$ cat src/rtl/centroid_updater.sv
// K-means update stage: accumulates per-cluster sums/counts over an epoch,
// then divides with one shared restoring divider and publishes three centroids.
module centroid_updater #(
  parameter int COORD_W = 16,
  parameter int CNT_W   = 16
) (
  input  logic               clk,
  input  logic               rst_n,
  input  logic               pt_valid,
  output logic               pt_ready,
  input  logic [COORD_W-1:0] pt_x,
  input  logic [COORD_W-1:0] pt_y,
  input  logic [1:0]         pt_cluster_id,
  input  logic               pt_last,
  input  logic               ld_en,
  input  logic [1:0]         ld_sel,
  input  logic [COORD_W-1:0] ld_x,
  input  logic [COORD_W-1:0] ld_y,
  output logic [COORD_W-1:0] c1_x,
  output logic [COORD_W-1:0] c1_y,
  output logic [COORD_W-1:0] c2_x,
  output logic [COORD_W-1:0] c2_y,
  output logic [COORD_W-1:0] c3_x,
  output logic [COORD_W-1:0] c3_y,
  output logic               cent_valid,
  output logic               bad_id,
  output logic               cnt_ovf
);
  localparam int SUM_W  = COORD_W + CNT_W;
  localparam int ITER_W = $clog2(SUM_W + 1);
  localparam logic [ITER_W-1:0] LAST_ITER = ITER_W'(SUM_W);
  localparam logic [CNT_W-1:0]  CNT_MAX   = '1;

  typedef enum logic [1:0] {ACCUM = 2'd0, DIV = 2'd1, DONE = 2'd2} state_t;

  state_t              state;
  logic [2:0]          slot;
  logic [ITER_W-1:0]   iter;
  logic [SUM_W-1:0]    dvd;
  logic [CNT_W-1:0]    dvs;
  logic [CNT_W-1:0]    rem;

  logic [SUM_W-1:0]    sum_x [3];
  logic [SUM_W-1:0]    sum_y [3];
  logic [CNT_W-1:0]    count [3];
  logic [COORD_W-1:0]  cen_x [3];
  logic [COORD_W-1:0]  cen_y [3];
  logic [COORD_W-1:0]  pub   [6];
  logic [2:0]          ovf_hit;

  logic                accept;
  logic                slot_done;
  logic                publish;
  logic [SUM_W-1:0]    load_sum;
  logic [CNT_W-1:0]    load_cnt;
  logic [CNT_W:0]      trial;
  logic [CNT_W-1:0]    diff;
  logic                q_bit;
  logic [CNT_W-1:0]    rem_next;
  logic [SUM_W-1:0]    quo_next;

  assign pt_ready  = (state == ACCUM);
  assign accept    = pt_valid & pt_ready;
  assign slot_done = (state == DIV) && (iter == LAST_ITER);
  assign publish   = slot_done && (slot == 3'd5);

  // Slot order: C1x, C1y, C2x, C2y, C3x, C3y
  always_comb begin
    load_sum = '0;
    load_cnt = '0;
    case (slot)
      3'd0: begin load_sum = sum_x[0]; load_cnt = count[0]; end
      3'd1: begin load_sum = sum_y[0]; load_cnt = count[0]; end
      3'd2: begin load_sum = sum_x[1]; load_cnt = count[1]; end
      3'd3: begin load_sum = sum_y[1]; load_cnt = count[1]; end
      3'd4: begin load_sum = sum_x[2]; load_cnt = count[2]; end
      3'd5: begin load_sum = sum_y[2]; load_cnt = count[2]; end
      default: ;
    endcase
  end

  // One restoring step; the quotient shifts into the dividend register.
  always_comb begin
    trial    = {rem, dvd[SUM_W-1]};
    diff     = trial[CNT_W-1:0] - dvs;
    q_bit    = (trial >= {1'b0, dvs});
    rem_next = q_bit ? diff : trial[CNT_W-1:0];
    quo_next = {dvd[SUM_W-2:0], q_bit};
  end

  always_ff @(posedge clk or negedge rst_n) begin
    if (!rst_n) begin
      state      <= ACCUM;
      slot       <= 3'd0;
      iter       <= '0;
      dvd        <= '0;
      dvs        <= '0;
      rem        <= '0;
      cent_valid <= 1'b0;
      bad_id     <= 1'b0;
      cnt_ovf    <= 1'b0;
    end else begin
      cent_valid <= 1'b0;
      if (accept && (pt_cluster_id == 2'd3)) bad_id <= 1'b1;
      if (|ovf_hit) cnt_ovf <= 1'b1;
      case (state)
        ACCUM: begin
          if (accept && pt_last) begin
            state <= DIV;
            slot  <= 3'd0;
            iter  <= '0;
          end
        end
        DIV: begin
          if (iter == '0) begin
            dvd  <= load_sum;
            dvs  <= load_cnt;
            rem  <= '0;
            iter <= iter + 1'b1;
          end else begin
            dvd <= quo_next;
            rem <= rem_next;
            if (iter == LAST_ITER) begin
              iter <= '0;
              if (slot == 3'd5) begin
                state      <= DONE;
                cent_valid <= 1'b1;
              end else begin
                slot <= slot + 3'd1;
              end
            end else begin
              iter <= iter + 1'b1;
            end
          end
        end
        DONE:    state <= ACCUM;
        default: state <= ACCUM;
      endcase
    end
  end

  // Slots 0..4 are staged; slot 5 finishes on the publishing edge itself.
  for (genvar gi = 0; gi < 5; gi++) begin : g_stage
    logic [COORD_W-1:0] stage;
    always_ff @(posedge clk or negedge rst_n) begin
      if (!rst_n) begin
        stage <= '0;
      end else if (slot_done && (slot == 3'(gi))) begin
        stage <= quo_next[COORD_W-1:0];
      end
    end
    assign pub[gi] = stage;
  end
  assign pub[5] = quo_next[COORD_W-1:0];

  for (genvar gi = 0; gi < 3; gi++) begin : g_cluster
    logic               hit;
    logic [SUM_W-1:0]   sx;
    logic [SUM_W-1:0]   sy;
    logic [CNT_W-1:0]   cnt;
    logic [COORD_W-1:0] cx;
    logic [COORD_W-1:0] cy;

    assign hit         = accept && (pt_cluster_id == 2'(gi));
    assign ovf_hit[gi] = hit && (cnt == CNT_MAX);

    always_ff @(posedge clk or negedge rst_n) begin
      if (!rst_n) begin
        sx  <= '0;
        sy  <= '0;
        cnt <= '0;
      end else if (state == DONE) begin
        sx  <= '0;
        sy  <= '0;
        cnt <= '0;
      end else if (hit && (cnt != CNT_MAX)) begin
        sx  <= sx + SUM_W'(pt_x);
        sy  <= sy + SUM_W'(pt_y);
        cnt <= cnt + CNT_W'(1);
      end
    end

    // An empty cluster keeps its previous centroid.
    always_ff @(posedge clk or negedge rst_n) begin
      if (!rst_n) begin
        cx <= '0;
        cy <= '0;
      end else if (publish && (cnt != '0)) begin
        cx <= pub[2*gi];
        cy <= pub[2*gi+1];
      end else if ((state == ACCUM) && ld_en && (ld_sel == 2'(gi))) begin
        cx <= ld_x;
        cy <= ld_y;
      end
    end

    assign sum_x[gi] = sx;
    assign sum_y[gi] = sy;
    assign count[gi] = cnt;
    assign cen_x[gi] = cx;
    assign cen_y[gi] = cy;
  end

  assign c1_x = cen_x[0];
  assign c1_y = cen_y[0];
  assign c2_x = cen_x[1];
  assign c2_y = cen_y[1];
  assign c3_x = cen_x[2];
  assign c3_y = cen_y[2];

endmodule

$ cat config.mk
export PLATFORM = sky130hd
export DESIGN_NAME = centroid_updater
export DESIGN_NICKNAME = d
export VERILOG_FILES = /design/src/rtl/centroid_updater.sv
export SDC_FILE = /design/constraint.sdc
export NUM_CORES = 1
export LEC_CHECK = 0
export CAP_MARGIN = 25
export CORE_UTILIZATION = 23
export CTS_CLUSTER_SIZE = 12
export DETAILED_ROUTE_END_ITERATION = 8
export GPL_TIMING_DRIVEN = 0
export MAX_ROUTING_LAYER = met4
export PLACE_DENSITY_LB_ADDON = 0.15
export SKIP_LAST_GASP = 1
export SYNTH_ARGS = -nofsm -noshare
export SYNTH_HDL_FRONTEND = slang
export SYNTH_SLANG_ARGS = --single-unit
$ cat constraint.sdc
create_clock -name clk -period 2.5 [get_ports clk]
set_input_delay 0.5 -clock clk [delete_from_list [all_inputs] [get_ports clk]]
set_output_delay 0.5 -clock clk [all_outputs]
set_load 0.1 [all_outputs]
==> flow_summary.html, run 1 <==
<table>
<tr><th>Metric</th><th>Value</th></tr>
<tr><th colspan="2">Placement</th></tr>
<tr><td>Buffers on Ports</td><td>171</td></tr>
<tr><td>Setup WS pre-CTS</td><td>-1.47 ns</td></tr>
<tr><td>GPL Wtd Cong</td><td>~0.85</td></tr>
<tr><td>Total instance count after detailed placement</td><td>just under 5000</td></tr>
<tr><td>Placed wire-length estimate after detailed placement</td><td>approximately 80000 µm</td></tr>
<tr><th colspan="2">Timing</th></tr>
<tr><td>Ratio of final minimum period to clock period</td><td>108%</td></tr>
<tr><td>Endpoints failing setup</td><td>33</td></tr>
<tr><td>Worst slack on hold paths</td><td>between 0.3 and 0.4 ns</td></tr>
<tr><td>Peak Freq</td><td>371 MHz</td></tr>
<tr><td>Count of pins over their slew limit</td><td>0</td></tr>
<tr><td>Slew @ Worst Pin</td><td>around 1.1 ns</td></tr>
<tr><td>Headroom to the max-slew limit</td><td>a little over a quarter</td></tr>
<tr><td>Final worst path period need</td><td>~2.7 ns</td></tr>
<tr><td>Final worst setup slack</td><td>-0.197 ns</td></tr>
<tr><td>Number of hold-slack violations in the final timing report</td><td>0</td></tr>
<tr><td>Unrepaired setup endpoints after global routing</td><td>yes</td></tr>
<tr><td>Clock tree skew after final layout</td><td>about 0.032 ns</td></tr>
<tr><th colspan="2">Drt</th></tr>
<tr><td>Count of antenna-violating nets left after detailed routing</td><td>0</td></tr>
<tr><td>Detailed-routing iteration count for the pre-antenna-repair pass</td><td>5</td></tr>
<tr><td>Routed via count</td><td>between 20000 and 25000</td></tr>
<tr><td>DR WL/cell</td><td>between 20 and 25 µm</td></tr>
<tr><td>Vias/cell</td><td>4.91</td></tr>
<tr><td>Final wirelength</td><td>around 110000 µm</td></tr>
<tr><td># DRC</td><td>0</td></tr>
<tr><td>1st-iter DRT viols</td><td>approximately 1700</td></tr>
<tr><th colspan="2">Pwr</th></tr>
<tr><td>Pwr dens</td><td>between 500 and 600 nW/µm²</td></tr>
<tr><td>Peak supply drop</td><td>0.000431 V</td></tr>
<tr><td>Cell leakage power</td><td>17.2 nW</td></tr>
<tr><th colspan="2">Floorplanning</th></tr>
<tr><td>DIE AREA</td><td>124000 µm²</td></tr>
<tr><td>I/O Pins</td><td>between 150 and 200</td></tr>
<tr><td>DIE WIDTH</td><td>approximately 350 µm</td></tr>
<tr><td>Placeable core region</td><td>around 120000 µm²</td></tr>
<tr><td>Number of cell rows</td><td>between 100 and 150</td></tr>
<tr><td>Y dimension of the die</td><td>between 300 and 400 µm</td></tr>
<tr><td>Effective utilization at floorplan</td><td>between 20% and 30%</td></tr>
<tr><th colspan="2">Global route</th></tr>
<tr><td>Via count of the first global-routing pass</td><td>between 20000 and 25000</td></tr>
<tr><td>Number of antenna violations at the first check in global routing</td><td>5</td></tr>
<tr><td>Overall fraction of global-route tracks in use</td><td>between 15 and 20%</td></tr>
<tr><td>Residual overflow from global routing</td><td>0</td></tr>
<tr><td>Pin count of the biggest net entering global routing</td><td>101</td></tr>
<tr><td>Global-route wire length before repair</td><td>165000 µm</td></tr>
<tr><th colspan="2">Synth</th></tr>
<tr><td>Synth cell types</td><td>87</td></tr>
<tr><td>Async SR Flop Fraction</td><td>100%</td></tr>
<tr><td>Synth area leaders</td><td>sky130_fd_sc_hd__dfrtp_1 44%, sky130_fd_sc_hd__nand2_1 5.6%, sky130_fd_sc_hd__mux2_2 5.5%, sky130_fd_sc_hd__ha_1 5.5%, sky130_fd_sc_hd__o21ai_0 4.1%</td></tr>
<tr><td>Sequential cell area fraction in the yosys report</td><td>43.7%</td></tr>
<tr><td>Post-synthesis cell area</td><td>roughly 28000 µm²</td></tr>
<tr><td>Cell accounting for the most synthesized area</td><td>sky130_fd_sc_hd__dfrtp_1</td></tr>
<tr><td>Cell count after synthesis</td><td>3010</td></tr>
<tr><td>Number of enable-type register cells in the synthesized netlist</td><td>0</td></tr>
<tr><td>Register bit total from synthesis</td><td>between 400 and 500</td></tr>
<tr><td>Synth Net Count</td><td>roughly 3200</td></tr>
<tr><td>Average footprint of a synthesized cell</td><td>around 9.4 µm²</td></tr>
<tr><td>Top-area cell type share of the netlist area</td><td>43.7%</td></tr>
<tr><td>Top_reg_cell synth</td><td>sky130_fd_sc_hd__dfrtp_1</td></tr>
<tr><td>Number of synthesis warnings</td><td>0</td></tr>
<tr><th colspan="2">Critical path</th></tr>
<tr><td>Sequence of cells on the critical path</td><td>ha_4, inv_2, fa_2, nor2b_4, o31a_1, o31ai_4, a21oi_4, a211oi_4, or2_4, buf_6, or3_1, a21oi_1</td></tr>
<tr><td>Largest driver fanout on the critical path</td><td>8</td></tr>
<tr><td>CP Capture Type</td><td>flop</td></tr>
<tr><td>Arrival time at the worst endpoint</td><td>around 3.2 ns</td></tr>
<tr><td>Library cell contributing the largest single delay on the critical path</td><td>sky130_fd_sc_hd__dfrtp_1</td></tr>
<tr><td>Worst reg2reg startpoint</td><td>g_cluster[0].sy[0]</td></tr>
<tr><td>Required arrival time at the worst endpoint</td><td>around 3.0 ns</td></tr>
<tr><td>Reg-to-reg endpoint</td><td>g_cluster[0].sy[30]</td></tr>
<tr><td>Sort of element at the start of the critical path</td><td>flop</td></tr>
<tr><td>Type of the setup path with the least slack</td><td>flop to flop</td></tr>
<tr><td>Reg-to-reg setup timing slack</td><td>-0.20 ns</td></tr>
<tr><td>Slowest stage delay, CP</td><td>about 0.39 ns</td></tr>
<tr><td>Cell depth of the worst flop-to-flop path</td><td>12</td></tr>
<tr><th colspan="2">Cells and area</th></tr>
<tr><td>Fill cell count</td><td>around 13000</td></tr>
<tr><td>Non-filler instance count after layout</td><td>about 5100</td></tr>
<tr><td>Total Nets Final</td><td>between 3000 and 4000</td></tr>
<tr><td>Area growth from synthesis to layout</td><td>35.8%</td></tr>
<tr><td>Fraction of final layout cells sized beyond drive strength 1</td><td>between 20% and 30%</td></tr>
<tr><th colspan="2">Clocking</th></tr>
<tr><td>CTS Root Buffer Type</td><td>sky130_fd_sc_hd__clkbuf_16</td></tr>
<tr><td>Clock transition time at the flip-flop clock pins of the worst setup and hold paths</td><td>0.06 ns</td></tr>
<tr><td>Maximum root-to-sink buffer count</td><td>3</td></tr>
<tr><td>TritonCTS sink count</td><td>494</td></tr>
<tr><td>Clk_lat worst skew</td><td>around 0.64 ns</td></tr>
<tr><td>Clock tree from TritonCTS</td><td>built</td></tr>
<tr><td>Level count of the clock H-tree</td><td>3</td></tr>
<tr><td>TritonCTS Buffers</td><td>between 60 and 70</td></tr>
<tr><th colspan="2">Outcome</th></tr>
<tr><td>Status</td><td>complete, but fails checks</td></tr>
<tr><td>Violations in the final reports</td><td>negative setup slack</td></tr>
<tr><th colspan="2">Min path</th></tr>
<tr><td>Hold/Removal Path Class</td><td>primary input to async pin</td></tr>
<tr><th colspan="2">Run</th></tr>
<tr><td>Max-cap check violation count</td><td>0</td></tr>
</table>
## per-layer routing
layer  vias to the layer above  track usage (%)  wire (µm)
li1                      11734                -          -
met1                     12486             24.3      52700
met2                       596             27.5      50500
met3                       153             3.05       5190
met4                         0             5.45       2930
met5                         -                -          0
## layout make-up
class	count	area, µm²	area share [%]
clock inverter	24	295	0.769
sequential	494	12400	32.3
antenna	1	2.50	0.00652
clock buffer	93	1950	5.07
multi-input combinational	2286	17100	44.5
buffer	146	1010	2.62
timing repair buffer	344	3330	8.67
tap	1625	2030	5.30
inverter	76	289	0.753
## placed cells by master, fill, tap and decap left out, drive strengths merged, types with 9 or more instances in the layout
| master | n |
|---|---|
| nand4 | 25 |
| dlygate4sd2 | 114 |
| o21bai | 10 |
| ha | 125 |
| a222oi | 32 |
| buf | 226 |
| nand2b | 27 |
| xor2 | 86 |
| or3 | 28 |
| o211ai | 19 |
| a2111oi | 12 |
| dfrtp | 494 |
| nor2b | 18 |
| o21a | 23 |
| nor4 | 20 |
| and2 | 9 |
| a21oi | 142 |
| a211oi | 31 |
| nand3 | 182 |
| or4 | 15 |
| mux2 | 139 |
| clkinv | 16 |
| and3 | 46 |
| clkdlybuf4s50 | 40 |
| clkbuf | 187 |
| mux2i | 37 |
| o21ai | 248 |
| or2 | 11 |
| nand2 | 421 |
| a31oi | 13 |
| nor3 | 36 |
| nor2 | 189 |
| and4 | 11 |
| a22oi | 97 |
| dlymetal6s2s | 11 |
| a21o | 42 |
| xnor2 | 78 |
| o31ai | 35 |
| inv | 78 |
## how the worst max path moves through the flow
stage,startpoint,slack [ns],cells after the start,endpoint
5_1_grt,g_cluster[0].sy[0],-0.31,12,g_cluster[0].sy[30]
6_report,g_cluster[0].sy[0],-0.20,12,g_cluster[0].sy[30]
4_1_cts,g_cluster[0].sy[0],-0.20,12,g_cluster[0].sy[30]
2_1_floorplan,state[0],-0.14,10,g_cluster[2].sx[23]
3_5_place_dp,pt_y[0],-1.47,12,g_cluster[1].sy[18]
3_3_place_gp,rst_n,-23.86,1,g_cluster[2].sx[28]
## flip-flops by register name, indices dropped and copies added, names as in the netlist, 32 cells and up
register / cells
g_cluster.cnt: 48
dvd: 32
g_cluster.sy: 96
g_stage.stage: 80
g_cluster.sx: 96
## Yosys cell counts, types with 37 or more instances
cell,number
sky130_fd_sc_hd__clkbuf_1,116
sky130_fd_sc_hd__nor2_1,187
sky130_fd_sc_hd__mux2i_1,37
sky130_fd_sc_hd__nand3_1,181
sky130_fd_sc_hd__a21o_1,42
sky130_fd_sc_hd__dfrtp_1,494
sky130_fd_sc_hd__xnor2_1,78
sky130_fd_sc_hd__a22oi_1,97
sky130_fd_sc_hd__inv_1,76
sky130_fd_sc_hd__mux2_2,139
sky130_fd_sc_hd__o21ai_0,231
sky130_fd_sc_hd__a21oi_1,141
sky130_fd_sc_hd__xor2_1,86
sky130_fd_sc_hd__nand2_1,420
sky130_fd_sc_hd__and3_1,46
sky130_fd_sc_hd__ha_1,125
## what timing repair did
item / CTS / global route
cloned: 5 / 5
buffers inserted: 93 / 62
hold endpoints to repair: 30 / 0
endpoints found under the setup margin: 573 / 365
hold buffers: 1 / 0
gates resized for setup: 451 / 285
pin swaps: 107 / 127
## where the power goes
part | internal (mW) | switching [mW]
combinational | 1.98 | 2.04
clock | 5.80 | 4.05
sequential | 8.34 | 0.480
total | 16.1 | 6.58
## critical path: cells and delay by family (launching register included)
family                     cells  cell delay (ns)
buffers and inverters          2             0.18
and+or+nand+nor                3             0.70
adders and majority gates      2             0.51
DFF                            1             0.39
AOI/OAI and AO/OA              5             0.80
## metrics by stage
step | total power, mW | util (%) | TNS, ns | instance area, µm²
after floorplan | 10.8 | - | -1.34 | 28500
after global placement | 11.9 | 26.5 | - | 32300
after detailed placement | 11.9 | 26.7 | -429.21 | 32500
after CTS | 22.7 | 30.3 | -2.48 | 36900
after global routing | 23.7 | 31.5 | -9.30 | 38400
final | 22.7 | 31.5 | -2.49 | 38400
## cell families after synthesis
family	Yosys count	synth area share (%)
AO/OA/AOI/OAI	761	17.7
multiplexers	176	6.85
AND/OR/NAND/NOR	1052	17.3
flip-flops	494	43.7
adder cells (fa/ha/maj)	132	6.03
buffers and inverters	231	3.31
XOR/XNOR	164	5.08
Note: power is estimated with default switching activity, not from simulation.
==> run 2: changes to the inputs <==
==> constraint.sdc (replaced) <==
create_clock -name clk -period 2.8 [get_ports clk]
set_input_delay 0.56 -clock clk [delete_from_list [all_inputs] [get_ports clk]]
set_output_delay 0.56 -clock clk [all_outputs]
set_load 0.1 [all_outputs]
==> flow_summary.html, run 2 (synthesis gave the netlist of run 1 again) <==
<table>
<tr><th>Metric</th><th>Value</th></tr>
<tr><th colspan="2">Outcome</th></tr>
<tr><td>Status</td><td>finished, final reports clean</td></tr>
<tr><th colspan="2">Placement</th></tr>
<tr><td>GPL Wtd Cong</td><td>0.840 (-1.1%)</td></tr>
<tr><td>Placed wire-length estimate after detailed placement</td><td>80000 µm (-0.42%)</td></tr>
<tr><td>Setup WS pre-CTS</td><td>-1.58 ns (-0.111 ns)</td></tr>
<tr><td>Buffers on Ports</td><td>171 (unchanged)</td></tr>
<tr><th colspan="2">Critical path</th></tr>
<tr><td>Cell depth of the worst flop-to-flop path</td><td>6 (-6)</td></tr>
<tr><td>Largest driver fanout on the critical path</td><td>4 (-4)</td></tr>
<tr><td>Worst reg2reg startpoint</td><td>slot[0]</td></tr>
<tr><td>Required arrival time at the worst endpoint</td><td>3.37 ns (+0.33 ns)</td></tr>
<tr><td>Type of the setup path with the least slack</td><td>primary input to flop</td></tr>
<tr><td>CP Capture Type</td><td>flop</td></tr>
<tr><td>Reg-to-reg endpoint</td><td>g_stage[2].stage[14]</td></tr>
<tr><td>Sort of element at the start of the critical path</td><td>primary input</td></tr>
<tr><td>Reg-to-reg setup timing slack</td><td>0.06 ns (+0.26 ns)</td></tr>
<tr><td>Arrival time at the worst endpoint</td><td>3.33 ns (+0.09 ns)</td></tr>
<tr><th colspan="2">Cells and area</th></tr>
<tr><td>Commonest cells after routing, fill and taps aside</td><td>490 x sky130_fd_sc_hd__dfrtp_1, 420 x sky130_fd_sc_hd__nand2_1, 227 x sky130_fd_sc_hd__o21ai_0</td></tr>
<tr><td>Post-route core utilization</td><td>29.4% (-2.1 points)</td></tr>
<tr><td>Area growth from synthesis to layout</td><td>26.6%</td></tr>
<tr><td>Top Registers</td><td>g_cluster.sx (96), g_cluster.sy (96), g_stage.stage (80)</td></tr>
<tr><td>Most common cell after layout, fill and taps aside</td><td>sky130_fd_sc_hd__dfrtp_1</td></tr>
<tr><td>Fraction of final layout cells sized beyond drive strength 1</td><td>15.4% (-8.8 points)</td></tr>
<tr><td>Total Nets Final</td><td>3504 (-3.2%)</td></tr>
<tr><th colspan="2">Timing</th></tr>
<tr><td>Headroom to the max-slew limit</td><td>27.9% (+1.3 points)</td></tr>
<tr><td>Number of hold-slack violations in the final timing report</td><td>0 (unchanged)</td></tr>
<tr><td>Slew @ Worst Pin</td><td>1.09 ns (-0.0197 ns)</td></tr>
<tr><td>Endpoints failing setup</td><td>0 (-100%)</td></tr>
<tr><td>Clock tree skew after final layout</td><td>0.0381 ns (+0.00592 ns)</td></tr>
<tr><td>Ratio of final minimum period to clock period</td><td>between 90% and 100%</td></tr>
<tr><td>Final worst path period need</td><td>roughly 2.8 ns</td></tr>
<tr><td>Count of pins over their slew limit</td><td>0 (unchanged)</td></tr>
<tr><td>Final worst setup slack</td><td>0.0342 ns (+0.232 ns)</td></tr>
<tr><td>Unrepaired setup endpoints after global routing</td><td>yes</td></tr>
<tr><td>Peak Freq</td><td>362 MHz</td></tr>
<tr><th colspan="2">Min path</th></tr>
<tr><td>Worst min-delay path endpoint</td><td>g_cluster[0].sx[0]</td></tr>
<tr><td>Critical hold path startpoint</td><td>pt_x[0]</td></tr>
<tr><td>Hold Crit Depth</td><td>4</td></tr>
<tr><td>Hold/Removal Path Class</td><td>primary input to flop</td></tr>
<tr><th colspan="2">Run</th></tr>
<tr><td>Max-cap check violation count</td><td>0 (unchanged)</td></tr>
<tr><th colspan="2">Floorplanning</th></tr>
<tr><td>Y dimension of the die</td><td>353 µm (unchanged)</td></tr>
<tr><td>DIE WIDTH</td><td>353 µm (unchanged)</td></tr>
<tr><td>Effective utilization at floorplan</td><td>23.2% (unchanged)</td></tr>
<tr><td>DIE AREA</td><td>124000 µm² (unchanged)</td></tr>
<tr><td>I/O Pins</td><td>173 (unchanged)</td></tr>
<tr><td>Number of cell rows</td><td>128 (unchanged)</td></tr>
<tr><td>Placeable core region</td><td>122000 µm² (unchanged)</td></tr>
<tr><th colspan="2">Global route</th></tr>
<tr><td>Pin count of the biggest net entering global routing</td><td>108 (+6.9%)</td></tr>
<tr><td>Residual overflow from global routing</td><td>0 (unchanged)</td></tr>
<tr><td>Global-route wire length before repair</td><td>161000 µm (-2.5%)</td></tr>
<tr><td>Overall fraction of global-route tracks in use</td><td>17.6% (-0.48 points)</td></tr>
<tr><td>Number of antenna violations at the first check in global routing</td><td>10 (+5)</td></tr>
<tr><td>Via count of the first global-routing pass</td><td>24314 (-2.5%)</td></tr>
<tr><th colspan="2">Drt</th></tr>
<tr><td>WL met2</td><td>48100 µm (-4.6%)</td></tr>
<tr><td># DRC</td><td>0 (unchanged)</td></tr>
<tr><td>Routed wl met3</td><td>5180 µm (-0.12%)</td></tr>
<tr><td>1st-iter DRT viols</td><td>1586 (-7.6%)</td></tr>
<tr><td>Detailed-routing iteration count for the pre-antenna-repair pass</td><td>8 (+3)</td></tr>
<tr><td>Routed via count</td><td>24111 (-3.4%)</td></tr>
<tr><td>Final wirelength</td><td>108000 µm (-3.2%)</td></tr>
<tr><td>Total routed wire length on the met1 layer</td><td>52000 µm (-1.4%)</td></tr>
<tr><td>Top Layer Used</td><td>met4</td></tr>
<tr><td>DR WL/cell</td><td>21.6 µm (-0.99%)</td></tr>
<tr><td>Vias/cell</td><td>4.85 (-1.2%)</td></tr>
<tr><td>Count of antenna-violating nets left after detailed routing</td><td>0 (unchanged)</td></tr>
<tr><th colspan="2">Clocking</th></tr>
<tr><td>Clock tree from TritonCTS</td><td>built</td></tr>
<tr><td>Clk_lat worst skew</td><td>0.68 ns (+0.04 ns)</td></tr>
<tr><td>Maximum root-to-sink buffer count</td><td>3 (unchanged)</td></tr>
<tr><td>CTS Root Buffer Type</td><td>sky130_fd_sc_hd__clkbuf_16</td></tr>
<tr><td>Clock transition time at the flip-flop clock pins of the worst setup and hold paths</td><td>0.06 ns (about the same)</td></tr>
<tr><td>Level count of the clock H-tree</td><td>2 (-1)</td></tr>
<tr><td>TritonCTS Buffers</td><td>60 (-9.1%)</td></tr>
<tr><td>TritonCTS sink count</td><td>494 (unchanged)</td></tr>
<tr><th colspan="2">Pwr</th></tr>
<tr><td>Cell leakage power</td><td>16.3 nW (-5.2%)</td></tr>
<tr><td>Peak supply drop</td><td>0.000596 V (+38%)</td></tr>
<tr><td>Pwr dens</td><td>526 nW/µm² (-11%)</td></tr>
</table>
[run 2: changes by cell type in the layout (fill, tap and decap cells not counted), moves of 36 or more]
cell,previous run,this run
sky130_fd_sc_hd__buf_6,41,5
sky130_fd_sc_hd__dlygate4sd2_1,114,48
sky130_fd_sc_hd__clkdlybuf4s50_1,40,89
sky130_fd_sc_hd__buf_4,131,45
sky130_fd_sc_hd__ha_4,50,8
sky130_fd_sc_hd__ha_1,66,107
[run 2: critical path: stages]
cell	delay, ns
sky130_fd_sc_hd__clkdlybuf4s50_1	0.68
sky130_fd_sc_hd__ha_1	0.49
sky130_fd_sc_hd__nand3_1	0.21
sky130_fd_sc_hd__nor3b_1	0.38
sky130_fd_sc_hd__a211oi_4	0.12
sky130_fd_sc_hd__or2_4	0.29
sky130_fd_sc_hd__buf_4	0.14
sky130_fd_sc_hd__or3_1	0.30
sky130_fd_sc_hd__a21oi_1	0.15
[run 2: per-layer routing]
layer	global-route usage (%)	up-vias
met5	-	-
met4	4.40	0
met3	2.65	129
met2	26.6	536
met1	24.4	11953
li1	-	11493
[run 2: area by class of cell]
class | instances | area (µm²)
Clock buffer | 95 | 1840
Inverter | 76 | 285
Sequential cell | 494 | 12400
Buffer | 145 | 716
Clock inverter | 15 | 221
Fill cell | 12881 | 86100
Tap cell | 1625 | 2030
Multi-Input combinational cell | 2285 | 15800
Timing Repair Buffer | 237 | 2500
Antenna cell | 3 | 7.51
[run 2: where the power goes]
| group | internal, mW | leakage (nW) | switching (mW) | total (mW) |
|---|---|---|---|---|
| sequential | 7.45 | 6.60 | 0.402 | 7.85 |
| combinational | 1.24 | 8.67 | 1.56 | 2.79 |
| clock | 4.79 | 1.01 | 3.40 | 8.19 |
| total | 13.5 | 16.3 | 5.36 | 18.8 |
[run 2: stage by stage]
step / hold slack (ns) / TNS [ns] / instances / instance area (µm²) / power, mW
2_1_floorplan: 0.264 / 0 / 3010 / 28300 / 9.61
3_5_place_dp: 0.465 / -345.37 / 4819 / 32300 / 10.6
3_3_place_gp: 0.457 / - / 4806 / 32000 / 10.6
6_report: 0.466 / 0 / 4975 / 35800 / 18.8
4_1_cts: 0.428 / 0 / 4955 / 35100 / 19.0
5_1_grt: 0.503 / -0.778 / 4975 / 35800 / 19.8
[run 2: worst max-delay path by stage]
stage,slack (ns),startpoint,depth (start not counted),endpoint
2_1_floorplan,0.02,pt_x[0],12,g_cluster[1].sx[28]
3_3_place_gp,-23.66,rst_n,1,g_cluster[2].sx[27]
3_5_place_dp,-1.58,pt_y[0],12,g_cluster[1].sy[18]
4_1_cts,0.0001,c2_x[8],1,c2_x[8]
5_1_grt,-0.06,slot[0],8,dvs[10]
6_report,0.03,pt_y[14],9,g_cluster[0].sy[22]
[run 2: repair_timing]
action / in CTS / in global routing
gates resized for setup: 168 / 163
endpoints found under the setup margin: 465 / 430
buffers inserted: 31 / 19
gates cloned: 0 / 2
hold buffers: 1 / 0
pin swaps: 24 / 30
endpoints found under the hold margin: 104 / 0
